`config.mk`:
```
export PLATFORM = sky130hd
export DESIGN_NAME = seg_display_arbiter
export DESIGN_NICKNAME = d
export VERILOG_FILES = /design/src/rtl/seg_arb_pkg.sv /design/src/rtl/tick_prescaler.sv /design/src/rtl/seg_display_arbiter.sv
export SDC_FILE = /design/constraint.sdc
export NUM_CORES = 1
export LEC_CHECK = 0
export BUFFER_PORTS_ARGS = -buffer_cell sky130_fd_sc_hd__buf_2
export CORE_MARGIN = 2
export CORE_UTILIZATION = 50
export DETAILED_ROUTE_END_ITERATION = 16
export PLACE_DENSITY = 0.76
export SYNTH_ARGS = -nofsm -noshare
export SYNTH_HDL_FRONTEND = slang
export SYNTH_SLANG_ARGS = --single-unit
```
`constraint.sdc`:
```
create_clock -name clk -period 3.25 [get_ports clk]
set_clock_uncertainty 0.1 [all_clocks]
set_input_delay 0.65 -clock clk [delete_from_list [all_inputs] [get_ports clk]]
set_output_delay 0.65 -clock clk [all_outputs]
set_load 0.01 [all_outputs]
```
`src/rtl/seg_arb_pkg.sv`:
```
`default_nettype none
// ============================================================================
//  Module   : seg_arb_pkg
//  Purpose  : Shared types, constants and the round-robin pick helper for the
//             7-segment display arbiter.
//  Contents : arb_state_e  - arbiter FSM states {IDLE, SHOW, GAP}
//             SEG_W        - segment vector width
//             SEG_BLANK    - all-segments-off pattern
//             rr_pick()    - round-robin winner search
//  Revision : 1.0  initial release
// ============================================================================
package seg_arb_pkg;

    localparam int SEG_W   = 7;
    localparam logic [SEG_W-1:0] SEG_BLANK = 7'h00;

    // Upper bound on requesters; indices are carried at this fixed width so
    // the pick helper can live here independent of the instance parameter.
    localparam int MAX_SRC = 8;
    localparam int IDX_W   = 3;

    typedef enum logic [1:0] {
        IDLE = 2'd0,
        SHOW = 2'd1,
        GAP  = 2'd2
    } arb_state_e;

    typedef struct packed {
        logic             valid;
        logic [IDX_W-1:0] idx;
    } rr_pick_t;

    // Search req starting at ptr+1 (mod n) and return the first set bit.
    // Only the lowest n bits of req are considered.
    function automatic rr_pick_t rr_pick(
        input logic [MAX_SRC-1:0] req,
        input logic [IDX_W-1:0]   ptr,
        input int                 n
    );
        rr_pick_t         res;
        logic [IDX_W-1:0] cand;
        res.valid = 1'b0;
        res.idx   = '0;
        for (int k = 1; k <= MAX_SRC; k++) begin
            cand = IDX_W'((int'(ptr) + k) % n);
            if ((k <= n) && !res.valid && req[cand]) begin
                res.valid = 1'b1;
                res.idx   = cand;
            end
        end
        return res;
    endfunction

endpackage
`default_nettype wire

```
`src/rtl/tick_prescaler.sv`:
```
`default_nettype none
// ============================================================================
//  Module   : tick_prescaler
//  Purpose  : Free-running divider producing a one-cycle tick every TICK_DIV
//             clocks. Counts 0..TICK_DIV-1; tick is high while the count
//             sits at TICK_DIV-1.
//  Ports    : clk  in  1  rising-edge clock
//             rst  in  1  synchronous active-high reset (count -> 0)
//             tick out 1  dwell tick strobe
//  Revision : 1.0  initial release
// ============================================================================
module tick_prescaler #(
    parameter int TICK_DIV = 1000
) (
    input  logic clk,
    input  logic rst,
    output logic tick
);

    localparam int CNT_W = (TICK_DIV > 1) ? $clog2(TICK_DIV) : 1;
    localparam logic [CNT_W-1:0] CNT_LAST = CNT_W'(TICK_DIV - 1);

    logic [CNT_W-1:0] cnt_q;
    logic [CNT_W-1:0] cnt_d;

    always_comb begin
        cnt_d = cnt_q + CNT_W'(1);
        if (cnt_q == CNT_LAST) begin
            cnt_d = '0;
        end
    end

    always_ff @(posedge clk) begin
        if (rst) begin
            cnt_q <= '0;
        end else begin
            cnt_q <= cnt_d;
        end
    end

    assign tick = (cnt_q == CNT_LAST);

endmodule
`default_nettype wire

```
`src/rtl/seg_display_arbiter.sv`:
```
`default_nettype none
// ============================================================================
//  Module   : seg_display_arbiter
//  Purpose  : Time-sliced round-robin arbiter sharing one 7-segment output
//             among NUM_SRC pattern sources. Each owner holds the display for
//             DWELL_TICKS ticks, with a blank gap between owners. Source 0 can
//             optionally preempt any other owner.
//  Ports    : clk      in  1          rising-edge clock
//             rst      in  1          synchronous active-high reset
//             req      in  NUM_SRC    per-source level request
//             seg_in   in  7*NUM_SRC  patterns, source i at [7*i+6:7*i]
//             grant    out NUM_SRC    one-hot owner, zero when none
//             seg_out  out 7          registered segment drive, 0 = blank
//             busy     out 1          high in SHOW or GAP
//  Revision : 1.0  initial release
// ============================================================================
module seg_display_arbiter
    import seg_arb_pkg::*;
#(
    parameter int NUM_SRC     = 4,
    parameter int TICK_DIV    = 1000,
    parameter int DWELL_TICKS = 8,
    parameter int GAP_TICKS   = 1,
    parameter int PRIO0       = 1
) (
    input  logic                     clk,
    input  logic                     rst,
    input  logic [NUM_SRC-1:0]       req,
    input  logic [SEG_W*NUM_SRC-1:0] seg_in,
    output logic [NUM_SRC-1:0]       grant,
    output logic [SEG_W-1:0]         seg_out,
    output logic                     busy
);

    // The dwell counter is shared between SHOW (dwell ticks) and GAP (gap
    // ticks), so it is sized for the larger of the two.
    localparam int DMAX = (DWELL_TICKS > GAP_TICKS) ? DWELL_TICKS : GAP_TICKS;
    localparam int DW   = (DMAX > 1) ? $clog2(DMAX) : 1;
    localparam logic [DW-1:0] DWELL_LAST = DW'(DWELL_TICKS - 1);
    localparam logic [DW-1:0] GAP_LAST   = DW'((GAP_TICKS > 0) ? GAP_TICKS - 1 : 0);
    localparam logic [IDX_W-1:0] RR_INIT = IDX_W'(NUM_SRC - 1);

    // ------------------------------------------------------------------
    // State
    // ------------------------------------------------------------------
    arb_state_e         state_q,  state_d;
    logic [IDX_W-1:0]   owner_q,  owner_d;
    logic [IDX_W-1:0]   rr_ptr_q, rr_ptr_d;
    logic [DW-1:0]      dwell_q,  dwell_d;
    logic [NUM_SRC-1:0] grant_q,  grant_d;
    logic [SEG_W-1:0]   seg_q,    seg_d;

    // ------------------------------------------------------------------
    // Helpers
    // ------------------------------------------------------------------
    logic                  tick;
    logic [MAX_SRC-1:0]    req_ext;
    logic [SEG_W-1:0]      pat [MAX_SRC];
    logic [NUM_SRC-1:0]    owner_mask;
    logic                  owner_req;
    logic                  other_pend;
    logic                  preempt;
    logic                  gap_done;
    rr_pick_t              pick;

    tick_prescaler #(
        .TICK_DIV (TICK_DIV)
    ) u_prescaler (
        .clk  (clk),
        .rst  (rst),
        .tick (tick)
    );

    // Unpack the pattern bus into an 8-entry table; unused slots read blank
    // so the owner index can stay at the package's fixed width.
    for (genvar gi = 0; gi < MAX_SRC; gi++) begin : g_pat
        if (gi < NUM_SRC) begin : g_src
            assign pat[gi] = seg_in[SEG_W*gi +: SEG_W];
        end else begin : g_pad
            assign pat[gi] = SEG_BLANK;
        end
    end

    always_comb begin
        req_ext              = '0;
        req_ext[NUM_SRC-1:0] = req;
    end

    always_comb begin
        owner_mask = '0;
        for (int i = 0; i < NUM_SRC; i++) begin
            owner_mask[i] = (owner_q == IDX_W'(i));
        end
    end

    assign owner_req  = req_ext[owner_q];
    assign other_pend = |(req & ~owner_mask);
    assign pick       = rr_pick(req_ext, rr_ptr_q, NUM_SRC);
    // In GAP owner_q still names the previous owner, which is what the
    // preempt test compares against.
    assign preempt    = (PRIO0 != 0) && req[0] && (owner_q != '0);
    assign gap_done   = (GAP_TICKS == 0) ? 1'b1 : (tick && (dwell_q == GAP_LAST));

    // ------------------------------------------------------------------
    // Next-state logic
    // ------------------------------------------------------------------
    always_comb begin
        state_d  = state_q;
        owner_d  = owner_q;
        rr_ptr_d = rr_ptr_q;
        dwell_d  = dwell_q;

        case (state_q)
            IDLE: begin
                if (pick.valid) begin
                    state_d  = SHOW;
                    owner_d  = pick.idx;
                    rr_ptr_d = pick.idx;
                    dwell_d  = '0;
                end
            end

            SHOW: begin
                // Preempt outranks a drop, and a drop outranks expiry, so a
                // drop on the expiry tick yields exactly one gap.
                if (preempt) begin
                    owner_d = '0;
                    dwell_d = '0;
                end else if (!owner_req) begin
                    state_d = GAP;
                    dwell_d = '0;
                end else if (tick) begin
                    if (dwell_q == DWELL_LAST) begin
                        dwell_d = '0;
                        if (other_pend) begin
                            state_d = GAP;
                        end
                    end else begin
                        dwell_d = dwell_q + DW'(1);
                    end
                end
            end

            GAP: begin
                if (preempt) begin
                    state_d = SHOW;
                    owner_d = '0;
                    dwell_d = '0;
                end else if (gap_done) begin
                    dwell_d = '0;
                    if (pick.valid) begin
                        state_d  = SHOW;
                        owner_d  = pick.idx;
                        rr_ptr_d = pick.idx;
                    end else begin
                        state_d = IDLE;
                    end
                end else if (tick) begin
                    dwell_d = dwell_q + DW'(1);
                end
            end

            default: begin
                state_d = IDLE;
                dwell_d = '0;
            end
        endcase
    end

    // Outputs are computed from the next state so grant and seg_out switch
    // on the same edge as the owner does.
    always_comb begin
        grant_d = '0;
        seg_d   = SEG_BLANK;
        if (state_d == SHOW) begin
            for (int i = 0; i < NUM_SRC; i++) begin
                grant_d[i] = (owner_d == IDX_W'(i));
            end
            seg_d = pat[owner_d];
        end
    end

    always_ff @(posedge clk) begin
        if (rst) begin
            state_q  <= IDLE;
            owner_q  <= '0;
            rr_ptr_q <= RR_INIT;
            dwell_q  <= '0;
            grant_q  <= '0;
            seg_q    <= SEG_BLANK;
        end else begin
            state_q  <= state_d;
            owner_q  <= owner_d;
            rr_ptr_q <= rr_ptr_d;
            dwell_q  <= dwell_d;
            grant_q  <= grant_d;
            seg_q    <= seg_d;
        end
    end

    assign grant   = grant_q;
    assign seg_out = seg_q;
    assign busy    = (state_q != IDLE);

endmodule
`default_nettype wire
```
=== Word level (Yosys, flattened, before mapping) ===
Cells that the tools add are included.

* Bits in latches: 0
* Memories: 0
* Output and inout port bits: 12
* Input port bits: 34
* Memory bits (writable): 0
* ROM bits: 0
* Bits in registers: 32

* Multiplexer cells: 45
* Add/subtract/negate cells: 6
* Shifts and indexed selects: 0
* Equal/unequal tests: 16
* Order comparisons: 6
* Reduce and logical (&&, ||, !) cells: 24
* Div/mod/pow operators: 0
* Bitwise logic cells: 8
* $mul: 0

{| class="wikitable"
|+ Operators by type and width
! operator !! number
|-
| $mux W3 || 15
|-
| $bmux W7 S3 || 1
|-
| $lt A3 B4 Y1 const B || 5
|-
| $pmux W3 S3 || 2
|-
| $mux W2 || 8
|-
| $mux W4 || 4
|-
| $bmux W1 S3 || 5
|-
| $mux W7 || 2
|-
| $eq A3 B2 Y1 const B || 4
|-
| $reduce_or A2 Y1 || 6
|-
| $add A10 B1 Y10 const B || 1
|-
| $eq A10 B10 Y1 const B || 1
|-
| $logic_not A3 Y1 || 3
|-
| $ne A4 B4 Y1 const B || 2
|-
| $eq A3 B1 Y1 const B || 2
|-
| $mux W1 || 6
|-
| $ne A2 B2 Y1 const B || 3
|-
| $pmux W2 S3 || 1
|-
| $pmux W3 S2 || 1
|-
| $reduce_and A3 Y1 || 2
|-
| $logic_and A1 B1 Y1 || 5
|-
| $add A2 B1 Y2 const B || 2
|-
| $add A2 B2 Y2 const B || 2
|-
| $and A1 B1 Y1 const A || 4
|-
| other kinds (14) || 18
|}

=== Depth between registers and ports, before layout ===
Gate-level depths: netlist of run 1.

* Word-level depth: 23
* Mapped depth: 10

=== Cells and area by module ===
A second synthesis of run 1 with hierarchy kept.

* Cell total of the unflattened synthesis: 211
* Area total of the unflattened synthesis: 1936.9 um^2

{| class="wikitable"
|+ Modules (own cells, without submodules)
! module !! area an instance (um^2) !! times used !! cells each !! seq. area each (um^2)
|-
| seg_display_arbiter || 1467.7 || 1 || 162 || 420.4
|-
| tick_prescaler || 469.2 || 1 || 49 || 200.2
|}

=== Worst setup path before layout of run 1 ===
OpenSTA, ideal clock, no wires.

* Path kind: in2reg
* From: input port req[2]
* To: register seg_q[0], in the netlist seg_out[0]
* Cell stages on the path: 7
* Buffers on the path: 1
* Slack: 0.733 ns
* Required time: 3.034 ns
* Arrival: 2.301 ns
* Cells stage by stage: or4_1 > buf_2 > and4_4 > o21ai_4 > a32oi_4 > mux2_2 > o211a_1

* Word-level cells in the longest chain between the ends: 20

{| class="wikitable"
|+ RTL lines
! item !! RTL line !! text
|-
| from (decl) || seg_display_arbiter.sv:28 || <nowiki>input logic [NUM_SRC-1:0] req,</nowiki>
|-
| $bmux W1 S3 || seg_arb_pkg.sv:46 || <nowiki>if ((k <= n) && !res.valid && req[cand]) begin</nowiki>
|-
| $mux W1 (implied by the code) || seg_arb_pkg.sv:46 ||
|-
| $mux W4 || seg_arb_pkg.sv:46 ||
|-
| $logic_not A1 Y1 || seg_arb_pkg.sv:46 ||
|-
| $logic_and A1 B1 Y1 || seg_arb_pkg.sv:46 ||
|-
| $mux W4 || seg_arb_pkg.sv:46 ||
|-
| $logic_not A1 Y1 || seg_arb_pkg.sv:46 ||
|-
| $logic_and A1 B1 Y1 || seg_arb_pkg.sv:46 ||
|-
| [3 not listed] || n/a ||
|-
| $mux W4 || seg_arb_pkg.sv:46 ||
|-
| $mux W3 || seg_display_arbiter.sv:115, seg_display_arbiter.sv:151 ||
|-
| $mux W3 || seg_display_arbiter.sv:149 || <nowiki>end else if (gap_done) begin</nowiki>
|-
| $mux W3 || seg_display_arbiter.sv:145 || <nowiki>if (preempt) begin</nowiki>
|-
| $pmux W3 S3 || seg_display_arbiter.sv:113 || <nowiki>case (state_q)</nowiki>
|-
| $not A3 Y4 (implied by the code) || seg_display_arbiter.sv:179 || <nowiki>seg_d = pat[owner_d];</nowiki>
|-
| $bmux W7 S3 || seg_display_arbiter.sv:179 ||
|-
| $mux W7 (implied by the code) (2 in series) || seg_display_arbiter.sv:179 ||
|-
| to (signal assigned) || seg_display_arbiter.sv:197 || <nowiki>seg_q <= seg_d;</nowiki>
|-
| to (decl) || seg_display_arbiter.sv:51 || <nowiki>logic [SEG_W-1:0] seg_q, seg_d;</nowiki>
|}

Parallel ways exist; a longest one is shown, timed or not. The select of a mux whose other input is x is not followed.
A chain may end at the register's enable or synchronous reset.

=== Final worst setup path of run 1 ===
* From: register u_prescaler.cnt_q[0]
* To: register seg_q[2], in the netlist seg_out[2]

* Word-level cells in the longest chain between the ends: 9

{| class="wikitable"
|+ RTL lines
! item !! RTL line !! text
|-
| from (decl) || tick_prescaler.sv:23 || <nowiki>logic [CNT_W-1:0] cnt_q;</nowiki>
|-
| from (signal assigned) || tick_prescaler.sv:37 || <nowiki>cnt_q <= cnt_d;</nowiki>
|-
| $eq A10 B10 Y1 (*) || tick_prescaler.sv:41 || <nowiki>assign tick = (cnt_q == CNT_LAST);</nowiki>
|-
| $logic_and A1 B1 Y1 || seg_display_arbiter.sv:102 || <nowiki>assign gap_done = (GAP_TICKS == 0) ? 1'b1 : (tick && (dwell_q == GAP_LAST));</nowiki>
|-
| $mux W3 || seg_display_arbiter.sv:149 ||
|-
| $mux W3 || seg_display_arbiter.sv:145 ||
|-
| $pmux W3 S3 || seg_display_arbiter.sv:113 ||
|-
| $not A3 Y4 (implied by the code) || seg_display_arbiter.sv:179 ||
|-
| $bmux W7 S3 || seg_display_arbiter.sv:179 ||
|-
| $mux W7 (implied by the code) (2 in series) || seg_display_arbiter.sv:179 ||
|}

Every way passes the cells marked *; elsewhere a longest branch is shown, timed or not. The select of a mux whose other input is x is not followed.

==> results of run 1 <==
[how the worst min path moves through the flow]
stage,endpoint,startpoint,slack (ps)
global route,u_prescaler.cnt_q[0],u_prescaler.cnt_q[0],380
CTS,u_prescaler.cnt_q[0],u_prescaler.cnt_q[0],370
detailed placement,u_prescaler.cnt_q[0],u_prescaler.cnt_q[0],350
global placement,u_prescaler.cnt_q[0],u_prescaler.cnt_q[0],340
floorplan,u_prescaler.cnt_q[0],u_prescaler.cnt_q[0],330
finish,u_prescaler.cnt_q[0],u_prescaler.cnt_q[0],370
[sequential cells by signal (all words and copies together), names as in the netlist]
register           count
u_prescaler.cnt_q     10
seg_out                7
grant                  4
dwell_q                3
state_q                2
rr_ptr_q               2
owner_q                3
[layout make-up]
cell class,count,area [um^2],share of cell area
Clock buffer,6,41.3,0.0198
Inverter,7,26.3,0.0126
Multi-Input combinational cell,151,1100,0.530
Sequential cell,31,621,0.298
Tap cell,46,57.6,0.0276
Timing Repair Buffer,46,233,0.112
[power by group]
part	internal [W]	leakage [nW]	switching, W
registers	0.000474	0.253	0.0000606
clock network	0.0000767	0.0242	0.000116
logic	0.000348	0.713	0.000396
total	0.000899	0.990	0.000572
[metrics by stage]
| stage | util | setup WS (ps) |
|---|---|---|
| after floorplan | - | 733 |
| after global placement | 0.602 | 390 |
| after detailed placement | 0.602 | 352 |
| after CTS | 0.614 | 532 |
| after global routing | 0.614 | 399 |
| final | 0.614 | 531 |
[layout by cell type (no fill, tap or decap), types with 5 or more instances in the layout]
master    Yosys  final
buf_2         5     45
dfxtp_1      31     31
o211a_1       8      8
o21ai_0       5      5
mux2_2        7      7
inv_1         7      7
a21oi_1      11     11
xor2_1        5      5
nor2_1       17     17
mux2i_1       7      7
ha_1          8      8
clkbuf_4      0      5
nand2_1      22     22
[cell families after synthesis]
kind of cell	share of synthesized area
AO/OA/AOI/OAI	0.199
XOR/XNOR	0.0342
adder cells (fa/ha/maj)	0.0558
buffers and inverters	0.0391
flip-flops	0.346
multiplexers	0.0955
AND/OR/NAND/NOR	0.230
[worst max-delay path: cells and delay by family, from the launching register on]
kind | cells | cell delay (ps)
mux | 1 | 400
simple gates | 2 | 420
fa+ha+maj | 1 | 240
flops | 1 | 340
compound gates | 3 | 1110
[routing by layer]
| metal | wire, um | GRT usage | part of all wire | vias up |
|---|---|---|---|---|
| met4 | 76 | 0.0734 | 0.021 | 0 |
| met5 | 0 | 0 | 0 | - |
| met2 | 1660 | 0.310 | 0.45 | 43 |
| met3 | 186 | 0.0493 | 0.050 | 11 |
| li1 | - | - | - | 801 |
| met1 | 1770 | 0.256 | 0.48 | 731 |
==> flow_metrics.py, run 1 <==
metrics = {
    "timing": {
        "whs_ps": 367,
        "setup_tns_ps": 0,
        "slew_viol_final": 0,
        "rsz0062_at_grt": "no",
        "worst_pin_slew_ps": 707,
        "fin_crit_ps": 2720,
        "hold_viol": 0,
        "fmax_mhz": 368,
        "min_period_over_period": 0.837,
        "setup_viol": 0,
        "slew-limit-headroom": 0.529,
    },
    "cells_and_area": {
        "final_cell_count_no_fill": 287,
        "syn_to_final_growth_pct": 16.0,
        "final.fill_count": 304,
        "design_area_um2": 2080,
        "nets": 284,
        "diodes": 0,
        "drive_gt1_frac": 0.278,
    },
    "route": {
        "final_antenna_net_count": 0,
        "drtIter0Drc": 103,
        "vias": 1586,
        "via_per_inst": 5.53,
        "drt-pass1-iter-count": 4,
        "routed_wl_um": 3690,
        "wl_per_cell_um": 12.9,
        "route.detailed.drc": 0,
    },
    "synth": {
        "yosysWarnings": 0,
        "synth_top_area_frac": 0.346,
        "synth_common_cells": "dfxtp_1 (31), nand2_1 (22), nor2_1 (17)",
        "ys_seq_area_frac": 0.346,
        "synth_area_um2": 1790,
        "synthArstFlopShare": 0,
        "synthDistinctLibCells": 53,
        "synth_area_leaders": "dfxtp_1 (35%), ha_1 (5.6%), nand2_1 (4.6%)",
        "yosysTopAreaCell": "dfxtp_1",
        "yosys_register_bits": 31,
        "syn-num-nets": 239,
        "synth_cells": 197,
        "avgSynthCellArea_um2": 9.11,
        "synth_flop_cell": "dfxtp_1",
        "yosysMostFrequentCell": "dfxtp_1",
        "synth_edf_count": 0,
    },
    "die": {
        "die_area_um2": 4080,
        "start_util": 0.529,
        "fp.dieH_um": 63.9,
        "die_w_um": 63.9,
        "design.core.area_um2": 3390,
        "ios": 46,
        "rows": 21,
    },
    "setup_path": {
        "cp-end-kind": "register",
        "slowest_stage": "a32oi_4",
        "crit_start": "u_prescaler.cnt_q[0]",
        "arrival_ps": 2830,
        "crit_chain": "ha_1, and3b_1, nand4_1, o21ai_0, a32oi_4, mux2_2, o211a_1",
        "cp-start-kind": "register",
        "path_class": "register to register",
        "critPathCapture": "seg_out[2]",
        "crit_required_ps": 3360,
        "slowest_delay_ps": 690,
        "ff2ff_path_depth": 7,
        "regToRegEndpoint": "seg_out[2]",
        "worstPathMaxFanout": 19,
        "rr_startpoint": "u_prescaler.cnt_q[0]",
        "reg2reg_slack_ps": 530,
    },
    "clock_tree": {
        "cts_setup_buffers": 0,
        "cts_max_level": 2,
        "cts_tree": "yes",
        "cts_buffers": 5,
        "ctsHoldBuffers": 0,
        "clock_path_buffers": 2,
        "numClockSinks": 31,
        "cts_resized": 0,
        "clock_latency_ps": 320,
        "path_clk_slew_ps": 80,
        "clockRootBuffer": "clkbuf_4",
    },
    "pwr": {
        "total_power_w": 0.00147,
        "ir_drop_mv": 0.519,
        "power.leakage_nw": 0.990,
        "p_per_area_nw_per_um2": 707,
    },
    "placed_design": {
        "place_area_um2": 2040,
        "dp_hpwl_um": 2840,
        "gp_congestion": 0.891,
        "portBuffers": 45,
        "placed_cells": 281,
    },
    "status": {
        "status": "finished, final reports clean",
    },
    "global_route": {
        "grt_max_degree": 20,
        "grt_first_pass_wirelength_um": 6380,
        "track_usage": 0.196,
        "grt_overflow": 0,
        "grt_pass1_vias": 1461,
        "antenna_found_initial": 0,
    },
    "min_path": {
        "hold_path.class": "register to register",
        "hold_path_depth": 1,
    },
    "job": {
        "cap_violations": 0,
    },
}
(Power assumes the default switching activity.)
==> run 2: changes to the inputs <==
ABC_AREA = 1   (was unset)
CORE_UTILIZATION = 49   (was 50)
clock period = 2.3 ns   (was 3.25 ns; I/O delays follow)
==> run 2 against run 1 <==
Non-clock buffer count grew 9. Global-route usage grew 2.8 points. Clock power grew to 2.5 times the previous value. Utilization grew 2.3 points. Count of clock-buffer cells in the layout grew 1. Critical endpoint is now grant[3]. Highest routed layer unchanged.
==> flow_metrics.py, run 2 <==
metrics = {
    "cells_and_area": {
        "largest_register_ffs": 10,
        "layout_common_cells": "nand2_1 (108), buf_2 (45), nand3_1 (34)",
        "design_area_um2": 2530,
        "final_cell_count_no_fill": 422,
        "final.fill_count": 339,
        "syn_to_final_growth_pct": 26.5,
        "diodes": 0,
        "nets": 413,
        "top_register": "u_prescaler.cnt_q",
        "layout_commonest_cell": "nand2_1",
        "drive_gt1_frac": 0.269,
    },
    "pwr": {
        "ir_drop_mv": 0.888,
        "p_clk_frac": 0.144,
        "seqPwrFrac": 0.217,
        "swShare": 0.475,
        "combPwrFrac": 0.640,
        "power.leakage_nw": 1.26,
        "p_per_area_nw_per_um2": 1350,
        "p_sw_w": 0.00162,
        "internal-power_w": 0.00179,
    },
    "clock_tree": {
        "ctsHoldBuffers": 0,
        "path_clk_slew_ps": 70,
        "clock_latency_ps": 290,
        "cts_tree": "yes",
        "cts_buffers": 5,
        "numClockSinks": 31,
        "clockRootBuffer": "clkbuf_8",
        "clock_path_buffers": 2,
        "cts_max_level": 2,
    },
    "global_route": {
        "grt_overflow": 0,
        "grt_first_pass_wirelength_um": 7980,
        "grt_pass1_vias": 1917,
        "grt_max_degree": 19,
        "track_usage": 0.223,
        "antenna_found_initial": 0,
    },
    "die": {
        "die_area_um2": 4610,
        "start_util": 0.504,
        "design.core.area_um2": 3970,
        "die_w_um": 67.9,
        "ios": 46,
        "fp.dieH_um": 67.9,
        "rows": 23,
    },
    "synth": {
        "synth_top_area_frac": 0.310,
        "yosysTopAreaCell": "dfxtp_1",
        "yosysWarnings": 0,
        "synth_area_um2": 2000,
        "synth_area_leaders": "dfxtp_1 (31%), nand2_1 (21%), nand3_1 (9.0%)",
        "avgSynthCellArea_um2": 6.35,
        "synth_edf_count": 0,
        "syn-num-nets": 357,
        "synth_cells": 315,
        "synthDistinctLibCells": 29,
        "yosys_register_bits": 31,
        "synth_flop_cell": "dfxtp_1",
        "ys_seq_area_frac": 0.310,
        "synth_common_cells": "nand2_1 (112), nand3_1 (36), dfxtp_1 (31)",
        "synthArstFlopShare": 0,
        "yosysMostFrequentCell": "nand2_1",
    },
    "timing": {
        "setup_viol": 0,
        "worst_slack_ps": 130,
        "slew-limit-headroom": 0.607,
        "slew_viol_final": 0,
        "worst_pin_slew_ps": 588,
        "hold_viol": 0,
        "min_period_over_period": 0.943,
        "fmax_mhz": 461,
        "fin_crit_ps": 2170,
    },
    "setup_path": {
        "cp-start-kind": "register",
        "cp-end-kind": "register",
        "slowest_stage": "dfxtp_2",
        "arrival_ps": 2260,
        "reg2reg_slack_ps": 130,
        "cp_top_family": "simple AND/OR/NAND/NOR gates",
        "path_class": "register to register",
        "slowest_delay_ps": 370,
        "crit_chain": "inv_1, nor3_1, nand3_2, buf_4, nor2_1, nand2_1, nand2_1, nand2_1, o21ai_0, nand3_1, nand3_2, buf_12, nor2_1",
        "crit_required_ps": 2390,
        "worstPathMaxFanout": 11,
        "crit_top_cell": "nand2_1",
        "cp_num_buf_inv": 3,
    },
    "status": {
        "status": "finished, final reports clean",
    },
    "placed_design": {
        "placed_cells": 411,
        "gp_congestion": 0.925,
        "pre_cts_ws_ps": 28.4,
        "portBuffers": 45,
        "place_area_um2": 2320,
        "dp_hpwl_um": 3560,
    },
    "route": {
        "vias": 2132,
        "via_per_inst": 5.05,
        "wl_per_cell_um": 11.1,
        "route.detailed.drc": 0,
        "drtIter0Drc": 142,
        "final_antenna_net_count": 0,
        "drt-pass1-iter-count": 4,
        "routed_wl_um": 4700,
    },
    "job": {
        "cap_violations": 0,
    },
    "min_path": {
        "hold_path.class": "primary input to register",
    },
}
run 2: cell types whose count changed after synthesis, sizes merged, moves of 4 or more:
cell	change
a21oi	+13
and3	-4
and3b	-4
inv	+25
mux2	-7
mux2i	-7
nand2	+101
nand3	+34
nor2	+5
nor2b	-4
nor3	+4
o211a	-8
o21ai	+4
xor2	-4
run 2: timing repair:
item | CTS | global route
buffers inserted | 0 | 2
gates resized for setup | 0 | 21
endpoints found under the setup margin | 0 | 12
run 2: power groups by stage:
stage	clock, W	sequential [W]	combinational [W]
final	0.000490	0.000739	0.00218
after global routing	0.000521	0.000755	0.00247
after CTS	0.000499	0.000729	0.00195
after detailed placement	0	0.000739	0.00194
after global placement	0	0.000739	0.00191
after floorplan	0	0.000756	0.00148
run 2: per-layer routing:
metal / GRT usage / share of wire / vias up / wire length (um)
met2: 0.376 / 0.47 / 72 / 2210
li1: - / - / 1133 / -
met4: 0.0500 / 0.0049 / 0 / 23
met3: 0.0510 / 0.054 / 3 / 252
met1: 0.291 / 0.47 / 924 / 2210
met5: 0 / 0 / - / 0
run 2: per-stage QoR:
stage | total power [W] | hold slack, ps | TNS (ps) | utilization
after global routing | 0.00375 | 333 | -84.3 | 0.637
after CTS | 0.00318 | 329 | 0 | 0.612
after floorplan | 0.00224 | 318 | 0 | -
after global placement | 0.00265 | 335 | 0 | 0.585
after detailed placement | 0.00268 | 349 | 0 | 0.585
final | 0.00341 | 326 | 0 | 0.637
run 2: path summary, 6_finish.rpt:
path | end | from | cells past startpoint
max | grant[3] | u_prescaler.cnt_q[6] | 13
min | owner_q[0] | rst | 2
max reg2reg | grant[3] | u_prescaler.cnt_q[6] | 13
min reg2reg | u_prescaler.cnt_q[0] | u_prescaler.cnt_q[0] | 1
run 2: layout make-up:
type	count	area [um^2]	share of cell area
multi-input combinational	245	1270	0.501
sequential	31	627	0.248
timing repair buffer	55	343	0.135
inverter	33	126	0.0499
clock buffer	7	96.3	0.0381
tap	50	62.6	0.0247
clock inverter	1	7.51	0.00297
run 2: kinds of logic (layout without fill, tap and decap cells):
| kind of cell | Yosys count | after routing | share of synthesized area |
|---|---|---|---|
| xor+xnor | 1 | 1 | 0.00438 |
| fa+ha+maj | 8 | 8 | 0.0500 |
| buf+inv | 39 | 96 | 0.0825 |
| flops | 31 | 31 | 0.310 |
| compound gates | 43 | 43 | 0.129 |
| simple gates | 193 | 193 | 0.424 |
